### src/rtl/decode_addr_mode_seq.sv
// Sequential x86 address-mode decoder.
// Consumes a ModR/M byte, an optional SIB byte and an optional displacement from the
// prefetch stream, one byte per handshake. It emits one registered effective-address
// record per operand.
//
// Optional feature macro: DECODE_ADDR16_EN
//   Defined   : 16-bit addressing is decoded and addr_size_32 is honoured.
//   Undefined : addr_size_32 is ignored (treated as 1) and the 16-bit decode is not built.
//
// Ports
//   clock, reset_n      core clock, asynchronous active-low reset
//   flush               synchronous abort of the partial operand and of any held record
//   in_valid/in_ready   byte-stream handshake; in_byte is the data
//   in_start            in_byte is the ModR/M byte of a new operand
//   addr_size_32        address-size attribute, sampled with the ModR/M byte
//   out_valid/out_ready record handshake; the out_* fields form the record
//   proto_err           one-cycle pulse when in_start arrives mid-operand
module decode_addr_mode_seq #(
   parameter int unsigned DISP_W    = 32,
   parameter int unsigned UNDEF_CHK = 1
) (
   input  logic              clock,
   input  logic              reset_n,
   input  logic              flush,
   input  logic              in_valid,
   output logic              in_ready,
   input  logic [7:0]        in_byte,
   input  logic              in_start,
   input  logic              addr_size_32,
   output logic              out_valid,
   input  logic              out_ready,
   output logic [1:0]        out_mod,
   output logic [2:0]        out_reg,
   output logic              out_is_reg,
   output logic              out_base_used,
   output logic [2:0]        out_base_idx,
   output logic              out_index_used,
   output logic [2:0]        out_index_idx,
   output logic [1:0]        out_scale,
   output logic [DISP_W-1:0] out_disp,
   output logic              out_seg_ss,
   output logic              out_ea_undefined,
   output logic [2:0]        out_byte_count,
   output logic              proto_err
);

   typedef enum logic [1:0] {StIdle, StSib, StDisp} state_e;

   typedef struct packed {
      logic [1:0]        mod;
      logic [2:0]        rg;
      logic              is_reg;
      logic              base_used;
      logic [2:0]        base_idx;
      logic              index_used;
      logic [2:0]        index_idx;
      logic [1:0]        scale;
      logic [DISP_W-1:0] disp;
      logic              seg_ss;
      logic              undef;
      logic [2:0]        bcnt;
   } rec_t;

   state_e      state_q, state_d;
   logic [1:0]  mod_q, mod_d;
   logic [2:0]  reg_q, reg_d;
   logic [2:0]  rm_q, rm_d;
   logic        a32_q, a32_d;
   logic [7:0]  sib_q, sib_d;
   logic [2:0]  dlen_q, dlen_d;
   logic [2:0]  didx_q, didx_d;
   logic [31:0] disp_q, disp_d;
   logic [2:0]  bcnt_q, bcnt_d;
   logic        valid_q, valid_d;
   logic        perr_q, perr_d;
   rec_t        rec_q, rec_d, rec_c;
   logic        done;
   logic        hs;
   logic        a32_in;
   logic [31:0] dext;

`ifdef DECODE_ADDR16_EN
   assign a32_in = addr_size_32;
`else
   // Input kept referenced; 32-bit addressing is forced.
   assign a32_in = addr_size_32 | 1'b1;
`endif

   assign in_ready = ~valid_q | out_ready;
   assign hs       = in_valid & in_ready & ~flush;

   // Displacement length in bytes for a decoded ModR/M (and SIB base when present).
   function automatic logic [2:0] disp_len(input logic [1:0] m, input logic [2:0] r,
                                           input logic a32, input logic sibp,
                                           input logic [2:0] sbase);
      logic [2:0] len;
      len = 3'd0;
      if (a32) begin
         case (m)
            2'b01:   len = 3'd1;
            2'b10:   len = 3'd4;
            2'b00:   if ((sibp ? sbase : r) == 3'd5) len = 3'd4;
            default: len = 3'd0;
         endcase
      end
`ifdef DECODE_ADDR16_EN
      else begin
         case (m)
            2'b01:   len = 3'd1;
            2'b10:   len = 3'd2;
            2'b00:   if (r == 3'd6) len = 3'd2;
            default: len = 3'd0;
         endcase
      end
`endif
      return len;
   endfunction

   always_comb begin
      state_d = state_q;
      mod_d   = mod_q;
      reg_d   = reg_q;
      rm_d    = rm_q;
      a32_d   = a32_q;
      sib_d   = sib_q;
      dlen_d  = dlen_q;
      didx_d  = didx_q;
      disp_d  = disp_q;
      bcnt_d  = bcnt_q;
      done    = 1'b0;
      perr_d  = 1'b0;
      if (hs) begin
         if (in_start) begin
            // A start byte always opens a new operand, abandoning any partial one.
            perr_d = (state_q != StIdle);
            mod_d  = in_byte[7:6];
            reg_d  = in_byte[5:3];
            rm_d   = in_byte[2:0];
            a32_d  = a32_in;
            sib_d  = 8'h00;
            disp_d = 32'h0;
            didx_d = 3'd0;
            bcnt_d = 3'd1;
            dlen_d = disp_len(in_byte[7:6], in_byte[2:0], a32_in, 1'b0, 3'd0);
            if (a32_in && (in_byte[7:6] != 2'b11) && (in_byte[2:0] == 3'd4)) begin
               state_d = StSib;
            end else if (dlen_d != 3'd0) begin
               state_d = StDisp;
            end else begin
               state_d = StIdle;
               done    = 1'b1;
            end
         end else begin
            case (state_q)
               StSib: begin
                  sib_d  = in_byte;
                  bcnt_d = bcnt_q + 3'd1;
                  dlen_d = disp_len(mod_q, rm_q, a32_q, 1'b1, in_byte[2:0]);
                  if (dlen_d != 3'd0) begin
                     state_d = StDisp;
                  end else begin
                     state_d = StIdle;
                     done    = 1'b1;
                  end
               end
               StDisp: begin
                  case (didx_q[1:0])
                     2'd0:    disp_d[7:0]   = in_byte;
                     2'd1:    disp_d[15:8]  = in_byte;
                     2'd2:    disp_d[23:16] = in_byte;
                     default: disp_d[31:24] = in_byte;
                  endcase
                  didx_d = didx_q + 3'd1;
                  bcnt_d = bcnt_q + 3'd1;
                  if (didx_d == dlen_q) begin
                     state_d = StIdle;
                     done    = 1'b1;
                  end
               end
               default: ; // stray byte outside an operand is dropped
            endcase
         end
      end
      if (flush) begin
         state_d = StIdle;
      end
   end

   // Record decode from the post-update operand state, so it is valid in the final cycle.
   always_comb begin
      rec_c        = '0;
      rec_c.mod    = mod_d;
      rec_c.rg     = reg_d;
      rec_c.is_reg = (mod_d == 2'b11);
      rec_c.bcnt   = bcnt_d;
      if (mod_d != 2'b11) begin
         if (a32_d) begin
            if (rm_d == 3'd4) begin
               rec_c.base_used  = ~((mod_d == 2'b00) && (sib_d[2:0] == 3'd5));
               rec_c.base_idx   = rec_c.base_used ? sib_d[2:0] : 3'd0;
               rec_c.index_used = (sib_d[5:3] != 3'd4);
               rec_c.index_idx  = rec_c.index_used ? sib_d[5:3] : 3'd0;
               rec_c.scale      = sib_d[7:6];
               rec_c.undef      = (UNDEF_CHK != 0) && (sib_d[5:3] == 3'd4) &&
                                  (sib_d[7:6] != 2'b00);
            end else begin
               rec_c.base_used = ~((mod_d == 2'b00) && (rm_d == 3'd5));
               rec_c.base_idx  = rec_c.base_used ? rm_d : 3'd0;
            end
            // ESP/EBP based addressing defaults to the stack segment.
            rec_c.seg_ss = rec_c.base_used && (rec_c.base_idx[2:1] == 2'b10);
         end
`ifdef DECODE_ADDR16_EN
         else begin
            case (rm_d)
               3'd0: begin rec_c.base_used = 1'b1; rec_c.base_idx = 3'd3;
                           rec_c.index_used = 1'b1; rec_c.index_idx = 3'd6; end
               3'd1: begin rec_c.base_used = 1'b1; rec_c.base_idx = 3'd3;
                           rec_c.index_used = 1'b1; rec_c.index_idx = 3'd7; end
               3'd2: begin rec_c.base_used = 1'b1; rec_c.base_idx = 3'd5;
                           rec_c.index_used = 1'b1; rec_c.index_idx = 3'd6; end
               3'd3: begin rec_c.base_used = 1'b1; rec_c.base_idx = 3'd5;
                           rec_c.index_used = 1'b1; rec_c.index_idx = 3'd7; end
               3'd4: begin rec_c.index_used = 1'b1; rec_c.index_idx = 3'd6; end
               3'd5: begin rec_c.index_used = 1'b1; rec_c.index_idx = 3'd7; end
               3'd6: begin
                  // mod 00 with rm 110 is a bare disp16.
                  if (mod_d != 2'b00) begin
                     rec_c.base_used = 1'b1;
                     rec_c.base_idx  = 3'd5;
                  end
               end
               default: begin rec_c.base_used = 1'b1; rec_c.base_idx = 3'd3; end
            endcase
            rec_c.seg_ss = rec_c.base_used && (rec_c.base_idx == 3'd5);
         end
`endif
      end
      case (dlen_d)
         3'd1:    dext = {{24{disp_d[7]}}, disp_d[7:0]};
         3'd2:    dext = {{16{disp_d[15]}}, disp_d[15:0]};
         3'd4:    dext = disp_d;
         default: dext = 32'h0;
      endcase
      rec_c.disp = dext[DISP_W-1:0];
   end

   always_comb begin
      rec_d   = done ? rec_c : rec_q;
      valid_d = (valid_q & ~out_ready) | done;
      if (flush) begin
         valid_d = 1'b0;
      end
   end

   always_ff @(posedge clock or negedge reset_n) begin
      if (!reset_n) begin
         state_q <= StIdle;
         mod_q   <= 2'd0;
         reg_q   <= 3'd0;
         rm_q    <= 3'd0;
         a32_q   <= 1'b0;
         sib_q   <= 8'h00;
         dlen_q  <= 3'd0;
         didx_q  <= 3'd0;
         disp_q  <= 32'h0;
         bcnt_q  <= 3'd0;
         valid_q <= 1'b0;
         perr_q  <= 1'b0;
         rec_q   <= '0;
      end else begin
         state_q <= state_d;
         mod_q   <= mod_d;
         reg_q   <= reg_d;
         rm_q    <= rm_d;
         a32_q   <= a32_d;
         sib_q   <= sib_d;
         dlen_q  <= dlen_d;
         didx_q  <= didx_d;
         disp_q  <= disp_d;
         bcnt_q  <= bcnt_d;
         valid_q <= valid_d;
         perr_q  <= perr_d;
         rec_q   <= rec_d;
      end
   end

   assign out_valid        = valid_q;
   assign proto_err        = perr_q;
   assign out_mod          = rec_q.mod;
   assign out_reg          = rec_q.rg;
   assign out_is_reg       = rec_q.is_reg;
   assign out_base_used    = rec_q.base_used;
   assign out_base_idx     = rec_q.base_idx;
   assign out_index_used   = rec_q.index_used;
   assign out_index_idx    = rec_q.index_idx;
   assign out_scale        = rec_q.scale;
   assign out_disp         = rec_q.disp;
   assign out_seg_ss       = rec_q.seg_ss;
   assign out_ea_undefined = rec_q.undef;
   assign out_byte_count   = rec_q.bcnt;

endmodule
### config.mk
export PLATFORM = sky130hd
export DESIGN_NAME = decode_addr_mode_seq
export DESIGN_NICKNAME = d
export VERILOG_FILES = /design/src/rtl/decode_addr_mode_seq.sv
export SDC_FILE = /design/constraint.sdc
export NUM_CORES = 1
export LEC_CHECK = 0
export ABC_CLOCK_PERIOD_IN_PS = 4900
export BUFFER_PORTS_ARGS = -buffer_cell sky130_fd_sc_hd__buf_2
export CAP_MARGIN = 30
export CELL_PAD_IN_SITES_DETAIL_PLACEMENT = 1
export CELL_PAD_IN_SITES_GLOBAL_PLACEMENT = 2
export CORE_MARGIN = 1.5
export CORE_UTILIZATION = 39
export DETAILED_ROUTE_END_ITERATION = 12
export PLACE_DENSITY = 0.91
export SLEW_MARGIN = 20
export SYNTH_ARGS = -nofsm -noshare
export SYNTH_HDL_FRONTEND = slang
export SYNTH_SLANG_ARGS = --single-unit
### constraint.sdc
create_clock -name clock -period 4.9 [get_ports clock]
set_input_delay 0.49 -clock clock [delete_from_list [all_inputs] [get_ports clock]]
set_output_delay 0.49 -clock clock [all_outputs]
set_load 0.05 [all_outputs]
# Word level (Yosys, flattened, before mapping)
# Index checks and enable logic that the tools add are counted.
classes:
  n_eq_ne: 24
  reduce_logical: 20
  muxes: 66
  addsub: 2
  bitwise: 10
op_table:
  columns: ["cell", "count"]
  rows:
  - ["two-way mux 32 bit", 3]
  - ["one-hot mux 32 bit (3 select lines)", 1]
  - ["two-way mux 3 bit", 22]
  - ["two-way mux 8 bit", 7]
  - ["two-way mux 2 bit", 11]
  - ["== test 3 bit, second input constant", 7]
  - ["two-way mux 10 bit", 2]
  - ["one-hot mux 3 bit (3 select lines)", 2]
  - ["== test 2 bit, second input constant", 6]
  - ["two-way mux 1 bit", 12]
  - ["two-way mux 4 bit", 3]
  - ["== test 2 x 1 -> 1 bit, second input constant", 4]
  - ["zero test 2 bit", 4]
  - ["nonzero test 2 bit", 4]
  - ["adder 3 x 1 -> 3 bit, second input constant", 2]
  - ["two-way mux 6 bit", 1]
  - ["nonzero test 3 bit", 2]
  - ["logical AND 1 bit", 5]
  - ["inverter 1 bit", 5]
  - ["!= test 2 bit, second input constant", 2]
  - ["!= test 4 bit, second input constant", 1]
  - ["one-hot mux 2 bit (2 select lines)", 1]
  - ["nonzero test 4 bit", 1]
  - ["bitwise AND 1 bit", 3]
  - ["other kinds (10)", 11]
totals:
  out_inout_bits: 56
  word_cells: 146
  reg_bits: 115
  inputBits: 15

# Depth between registers and ports, before layout
# Gate-level depths: netlist of run 1.
logic_depth:
  ltp_word: 15
  depth_mapped: 11
  mapped_depth_nobuf: 8

# Worst setup path before layout of run 1
# Ideal clock, no wire load.
synth_timing:
  kind: "register to register"
  from: "register valid_q, in the netlist out_valid"
  to: "register rec_q (netlist bit out_seg_ss)"
  path_slack_ps: 2555
  stages_incl_launch_ff: 9
  path_buffers: 1
  arrival_ps: 2250
  setup_time_ps: 95
  period_less_slack_ps: 2345
  t_required_ps: 4805
  cell_sequence: "dfrtp_1 > nor2b_1 > inv_1 > buf_4 > nand3_1 > mux2i_1 > nor4_1 > or3_1 > o31ai_1"
synth_via:
  elab_chain_cells: 15
  elab_cells_between_ends: 27
  cone_classes: "eq/ne (5); mux (12); bitwise (6); reduce/logical (4)"
synth_lines:
  columns: ["item", "line", "text"]
  rows:
  - ["from (decl)", "74", "logic valid_q, valid_d;"]
  - ["from (signal assigned)", "282", "valid_q <= valid_d;"]
  - ["inverter 1 bit (*)", "89", "assign in_ready = ~valid_q | out_ready;"]
  - ["OR 1 bit (*)", "89", null]
  - ["named net in_ready", "26", "output logic in_ready,"]
  - ["bitwise AND 1 bit (*) (2 in a row)", "90", "assign hs = in_valid & in_ready & ~flush;"]
  - ["two-way mux 3 bit (tied with other cells)", "132", "if (hs) begin"]
  - ["== test 3 bit (tied with other cells)", "207", "rec_c.base_used = ~((mod_d == 2'b00) && (rm_d == 3'd5));"]
  - ["logical AND 1 bit, on equally long branches", "207, 199", null]
  - ["two-way mux 3 bit, on equally long branches", "208, 200", null]
  - ["two-way mux 4 bit", "198", "if (rm_d == 3'd4) begin"]
  - ["two-way mux 4 bit", "197", "if (a32_d) begin"]
  - ["two-way mux 4 bit", "196", "if (mod_d != 2'b11) begin"]
  - ["== test 2 bit", "211", "rec_c.seg_ss = rec_c.base_used && (rec_c.base_idx[2:1] == 2'b10);"]
  - ["logical AND 1 bit", "211", null]
  - ["two-way mux 2 bit", "197", null]
  - ["two-way mux 2 bit", "196", null]
  - ["to (signal assigned)", "284", "rec_q <= rec_d;"]
  - ["to (decl)", "76", "rec_t rec_q, rec_d, rec_c;"]
# The timed path passes the listed nets; every way through them passes the cells marked *. The select of a mux whose other input is x is not followed.
# A chain may end at the register's enable or synchronous reset.

# Worst setup path in the final report of run 1
layout_timing:
  from: "register valid_q, in the netlist out_valid"
  to: "register rec_q (netlist bit out_disp[25])"
layout_via:
  elab_chain_cells: 7
  elab_cells_between_ends: 11
  cone_classes: "eq/ne (3); mux (4); bitwise (4)"
layout_lines:
  columns: ["item", "line", "text"]
  rows:
  - ["inverter 1 bit (*)", "89", null]
  - ["OR 1 bit (*)", "89", null]
  - ["bitwise AND 1 bit (*) (2 in a row)", "90", null]
  - ["two-way mux 3 bit", "132", null]
  - ["== test 3 bit (tied with other cells)", "239", "case (dlen_d)"]
  - ["one-hot mux 32 bit (3 select lines)", "239", null]
# Every way passes the cells marked *; elsewhere a longest branch is shown, timed or not.

==> results of run 1 <==
-- per-layer routing --
layer  GRT usage  vias to the layer above
li1            -                     2033
met1       0.287                     2178
met3      0.0446                       23
met2       0.377                      101
met5           0                        -
met4      0.0875                        0
-- report_power, final --
group	leakage (nW)	switching (W)	internal (W)
Combinational	1.45	0.000656	0.000230
Clock	0.291	0.000444	0.000795
Sequential	1.48	0.0000951	0.00110
Total	3.22	0.00120	0.00213
-- kinds of logic after synthesis --
group | count (synthesis)
simple gates | 199
compound gates | 135
flops | 115
buf+inv | 48
mux | 32
fa+ha+maj | 9
xor+xnor | 4
-- final timing paths --
check,from,endpoint,slack [ns],cells past startpoint
setup reg to reg,out_valid,out_disp[25],1.58,9
hold / removal,reset_n,out_base_used,0.14,1
setup / recovery,out_valid,out_disp[25],1.58,9
max in group asynchronous,reset_n,out_disp[11],3.54,2
min in group clock,flush,out_valid,0.28,2
hold reg to reg,out_index_used,out_index_used,0.47,2
-- placed cells by master, fill, tap and decap left out, types with 3 or more instances in the layout --
cell type,synthesis,final
a21boi_0,4,4
a21oi_1,36,36
a221o_1,3,3
a22o_1,5,5
and3_1,20,20
buf_2,20,69
buf_4,1,9
clkbuf_16,0,17
clkbuf_8,0,4
clkinv_2,0,6
dfrtp_1,115,115
ha_1,9,9
inv_1,12,12
mux2_2,3,3
mux2i_1,28,28
nand2_1,79,79
nand2b_1,6,6
nand3_1,7,7
nand4_1,4,4
nor2_1,55,55
nor2b_1,5,5
nor3_1,10,10
nor4_1,3,3
o21ai_0,28,28
o21ai_1,8,8
o22a_1,16,16
o31ai_1,7,7
-- critical path, delay by kind of cell (launching register included) --
family	cells	cell delay, ns
AOI/OAI and AO/OA	3	1.18
buffers and inverters	3	0.83
DFF	1	0.37
and+or+nand+nor	3	0.80
-- per-stage QoR --
| stage | cells | setup WS [ns] | area, um2 | hold WS [ns] | power (W) |
|---|---|---|---|---|---|
| after floorplan | 542 | 2.55 | 5420 | 0.194 | 0.00186 |
| after CTS | 792 | 1.61 | 6490 | 0.172 | 0.00335 |
| final | 793 | 1.58 | 6490 | 0.144 | 0.00332 |
| after global placement | 759 | 1.27 | 5870 | 0.454 | 0.00206 |
| after detailed placement | 760 | 1.52 | 5900 | 0.460 | 0.00210 |
| after global routing | 793 | 1.37 | 6490 | 0.201 | 0.00346 |
-- area by class of cell --
cell class | count | area, um2 | share of cell area
multi-input cells | 379 | 2320 | 0.357
clock buffers | 22 | 484 | 0.0746
well taps | 176 | 220 | 0.0339
clock inverters | 10 | 105 | 0.0162
repair buffers | 79 | 440 | 0.0678
inverters | 12 | 45.0 | 0.00694
flip-flops and latches | 115 | 2880 | 0.443
==> flow_metrics.py, run 1 <==
metrics = {
    "detailed_routing": {
        "ant_nets": 0,
        "wl_met1_um": 6760,
        "drc": 0,
        "firstDrtPassIters": 4,
        "met2_length_um": 7540,
        "met3_wirelength_um": 667,
        "viasPerCell": 5.47,
        "routed_wl_um": 15200,
        "avgRoutedWirePerCell_um": 19.1,
        "dr.max_layer_used": "met4",
        "first_iter_violations": 261,
        "vias": 4335,
    },
    "synth": {
        "synthArstFlopShare": 1.00,
        "synthFlopType": "dfrtp_1",
        "synth_edf_count": 0,
        "synth.largest_area_cell": "dfrtp_1",
        "synth_common_cells": "dfrtp_1 (115), nand2_1 (79), nor2_1 (55), a21oi_1 (36)",
        "synth_mux_area_frac": 0.0621,
        "synth_seq_cells": 115,
        "ys_seq_area_frac": 0.531,
        "synth_nets": 566,
        "synth_fa_ha_area_frac": 0.0208,
        "synth-compound-area-share": 0.165,
        "yosysMostFrequentCell": "dfrtp_1",
        "synth-xor-area-share": 0.0106,
        "synth-simple-area-share": 0.168,
        "synth_cells": 542,
        "yosysWarnings": 0,
        "yosys.cell_types.count": 59,
        "syn_area_mm2": 0.00542,
        "synth_top_family_by_area": "simple AND/OR/NAND/NOR gates",
        "synth_top_area_share": 0.531,
        "avgSynthCellArea_um2": 10.0,
        "ys_top_cells_by_area": "dfrtp_1 (53%), nand2_1 (5.5%), mux2i_1 (5.2%)",
    },
    "timing": {
        "drv_slew": 0,
        "worst_slew_pin_slew_ns": 0.889,
        "worst_clock_skew_ns": 0.00806,
        "setup_violations": 0,
        "hold_viol_final": 0,
        "min_period_ns": 3.32,
        "rsz0062_at_grt": "false",
        "setup_tns_ns": 0,
        "fmaxAchievable_mhz": 302,
        "slew_headroom": 0.406,
        "finalCritPeriodShare": 0.677,
    },
    "worst_setup_path": {
        "cpMaxStageDelayCell": "a32o_2",
        "cp_max_fo": 27,
        "worst_setup_path_end_kind": "flip-flop",
        "critPathLaunchType": "flip-flop",
        "path_class": "reg2reg",
        "cpPeakStageDelay_ns": 0.69,
        "cp.required_ns": 5.20,
        "worstPathCellList": "nor2b_1 > buf_4 > inv_1 > nand2_2 > nor3_1 > a32o_2 > buf_16 > o21ai_2 > o22a_1",
        "worstPathArrival_ns": 3.62,
    },
    "cells_and_area": {
        "utilization": 0.485,
        "antenna_cells": 0,
        "fill_cells": 1528,
        "drive_gt1_frac": 0.203,
        "area_growth_pct": 19.8,
        "nNetsFinal": 628,
    },
    "placed_design": {
        "port_buffers": 69,
        "hpwl_um": 9910,
        "gp_congestion": 0.874,
    },
    "clocking": {
        "cts_root_buf": "clkbuf_16",
        "cts_tree": "yes",
        "cts.sinks": 115,
        "htree_num_levels": 4,
        "clk_latency_ns": 0.42,
        "clockBufferDepth": 2,
        "cts_hold_buffers": 0,
        "numCtsBuffers": 17,
        "cts-resized-gates": 0,
        "clk_pin_slew_ns": 0.05,
        "cts_setup_buffers": 0,
    },
    "floorplanning": {
        "coreArea_mm2": 0.0134,
        "die-area_mm2": 0.0146,
        "fp.dieH_um": 121,
        "start_util": 0.404,
        "num_rows": 42,
        "die_w_um": 121,
        "num_io_pins": 71,
    },
    "global_route": {
        "antenna_found_initial": 0,
        "grt_pass1_vias": 4770,
        "grt_pass1_wl_um": 25000,
        "grt_start_max_net_pins": 60,
        "gr-total-overflow": 0,
        "grtUsageTotal": 0.225,
    },
    "power": {
        "p_leak_nw": 3.22,
        "pwr_density_cell_mw_per_mm2": 512,
        "ir_drop_mv": 0.261,
    },
    "outcome": {
        "status": "completed",
    },
    "job": {
        "cap_violations": 0,
    },
    "worst_hold_path": {
        "worstHoldPathType": "in2async",
    },
}
(Power assumes the default switching activity.)
==> inputs of run 2 (changes only) <==
- ABC_CLOCK_PERIOD_IN_PS: 4900 -> 2900
- CORE_UTILIZATION: 39 -> 33
- PLACE_DENSITY: 0.91 -> 0.82
- clock period: 4.9 -> 2.9 ns (I/O delays scaled with it)
==> run 2 against run 1 <==
Against the previous run:
- total power is 70% higher
- final cell count is 6.2% higher
- wire length is 2.9% higher
- worst hold slack worse by 0.050 ns
- combinational power is 70% higher
- clock skew hardly changed
- fmax is 21% higher
- largest power group unchanged
==> flow_metrics.py, run 2 (synthesized netlist as in run 1, its figures left out) <==
metrics = {
    "detailed_routing": {
        "viasPerCell": 5.20,
        "vias": 4382,
        "avgRoutedWirePerCell_um": 18.5,
        "routed_wl_um": 15600,
        "firstDrtPassIters": 4,
        "ant_nets": 0,
        "drc": 0,
        "first_iter_violations": 205,
    },
    "clocking": {
        "clockBufferDepth": 2,
        "cts_root_buf": "clkbuf_16",
        "htree_num_levels": 4,
        "cts.sinks": 115,
        "cts_tree": "yes",
        "cts-resized-gates": 0,
        "clk_latency_ns": 0.42,
        "clk_pin_slew_ns": 0.05,
        "numCtsBuffers": 17,
    },
    "timing": {
        "rsz0062_at_grt": "false",
        "fin_ws_ns": 0.163,
        "timing.hold.ws_ns": 0.0939,
        "hold_viol_final": 0,
        "setup_violations": 0,
        "finalCritPeriodShare": 0.944,
        "fmaxAchievable_mhz": 365,
        "worst_clock_skew_ns": 0.00840,
        "setup_tns_ns": 0,
        "drv_slew": 0,
        "worst_slew_pin_slew_ns": 0.684,
        "min_period_ns": 2.74,
        "slew_headroom": 0.544,
    },
    "floorplanning": {
        "die_w_um": 131,
        "num_io_pins": 71,
        "num_rows": 46,
        "coreArea_mm2": 0.0159,
        "die-area_mm2": 0.0172,
        "start_util": 0.340,
        "fp.dieH_um": 131,
    },
    "job": {
        "cap_violations": 0,
    },
    "cells_and_area": {
        "fill_cells": 1826,
        "mostFrequentLayoutCells": "dfrtp_1 (115), nand2_1 (79), buf_2 (68)",
        "antenna_cells": 0,
        "nNetsFinal": 638,
        "final_common_cell": "dfrtp_1",
        "area_growth_pct": 22.3,
        "drive_gt1_frac": 0.212,
    },
    "worst_setup_path": {
        "worstPathCellList": "inv_1 > ha_1 > and4b_1 > a32o_1 > a221o_1 > mux2i_1 > o21ai_2 > o22a_1",
        "path_class": "reg2reg",
        "cpMaxStageDelayCell": "o21ai_2",
        "worst_setup_path_end_kind": "flip-flop",
        "worstPathArrival_ns": 3.08,
        "regToRegSetupSlack_ns": 0.16,
        "cp.required_ns": 3.25,
        "cp_max_fo": 16,
        "critPathLaunchType": "flip-flop",
        "cpPeakStageDelay_ns": 0.57,
    },
    "power": {
        "pwr_density_cell_mw_per_mm2": 853,
        "p_leak_nw": 3.27,
        "ir_drop_mv": 0.531,
        "finalPower_w": 0.00565,
    },
    "global_route": {
        "antenna_found_initial": 0,
        "gr-total-overflow": 0,
        "grt_pass1_vias": 4736,
        "grtUsageTotal": 0.191,
        "grt_start_max_net_pins": 68,
        "grt_pass1_wl_um": 25700,
    },
    "placed_design": {
        "port_buffers": 69,
        "gp_congestion": 0.854,
        "hpwl_um": 10600,
        "dp_slack_ns": 0.157,
    },
    "outcome": {
        "status": "completed",
    },
    "worst_hold_path": {
        "worstHoldPathType": "in2reg",
    },
}
==> run 2: cell count changes in the layout (fill, tap and decap cells not counted) <==
cell,delta
buf_4,+10
buf_12,+1
buf_16,-1
buf_2,-1
bufinv_16,+1
clkbuf_8,-1
clkinv_2,-1
clkinv_4,+1
clkinvlp_4,-1
dlygate4sd3_1,+1
==> run 2: report_power, final <==
group | leakage (nW) | total (W) | switching, W | internal, W
Combinational | 1.50 | 0.00151 | 0.00111 | 0.000396
Sequential | 1.48 | 0.00202 | 0.000159 | 0.00186
Clock | 0.298 | 0.00212 | 0.000716 | 0.00140
==> run 2: final timing paths <==
check | from | endpoint | cells past startpoint
hold reg to reg | out_is_reg | out_is_reg | 2
max in group asynchronous | reset_n | out_disp[11] | 3
setup / recovery | state_q[1] | out_disp[23] | 8
setup reg to reg | state_q[1] | out_disp[23] | 8
min in group asynchronous | reset_n | out_byte_count[1] | 2
hold / removal | flush | out_valid | 2
==> run 2: per-stage QoR <==
step,cells,utilization,instance area (um2)
3_5_place_dp,810,0.377,6020
3_3_place_gp,810,0.377,6020
2_1_floorplan,542,-,5420
5_1_grt,842,0.416,6630
4_1_cts,842,0.416,6630
6_report,842,0.416,6630
==> run 2: final cells by class <==
type / instances / area [um2] / share of cell area
tap: 216 / 270 / 0.0408
clock buffer: 21 / 470 / 0.0710
inverter: 12 / 45.0 / 0.00680
clock inverter: 10 / 131 / 0.0198
multi-input combinational: 379 / 2320 / 0.350
timing repair buffer: 89 / 513 / 0.0774
sequential: 115 / 2880 / 0.434
==> run 2: worst max-delay path, delay by kind of cell, from the launching register on <==
kind                       cells  cell delay, ns
muxes                          1            0.18
buffers and inverters          1            0.07
DFF                            1            0.38
AOI/OAI and AO/OA              4            1.52
and+or+nand+nor                1            0.24
adders and majority gates      1            0.28
==> run 2: metal layers <==
metal  GRT usage  share of wire
met1       0.251           0.47
met2       0.309           0.47
met3      0.0428          0.035
met4      0.0718          0.019
met5           0              0
==> run 2: repair_timing <==
item                      in CTS  in global routing
hold endpoints to repair      48                  0
buffers inserted               0                  0
hold buffers                   1                  0
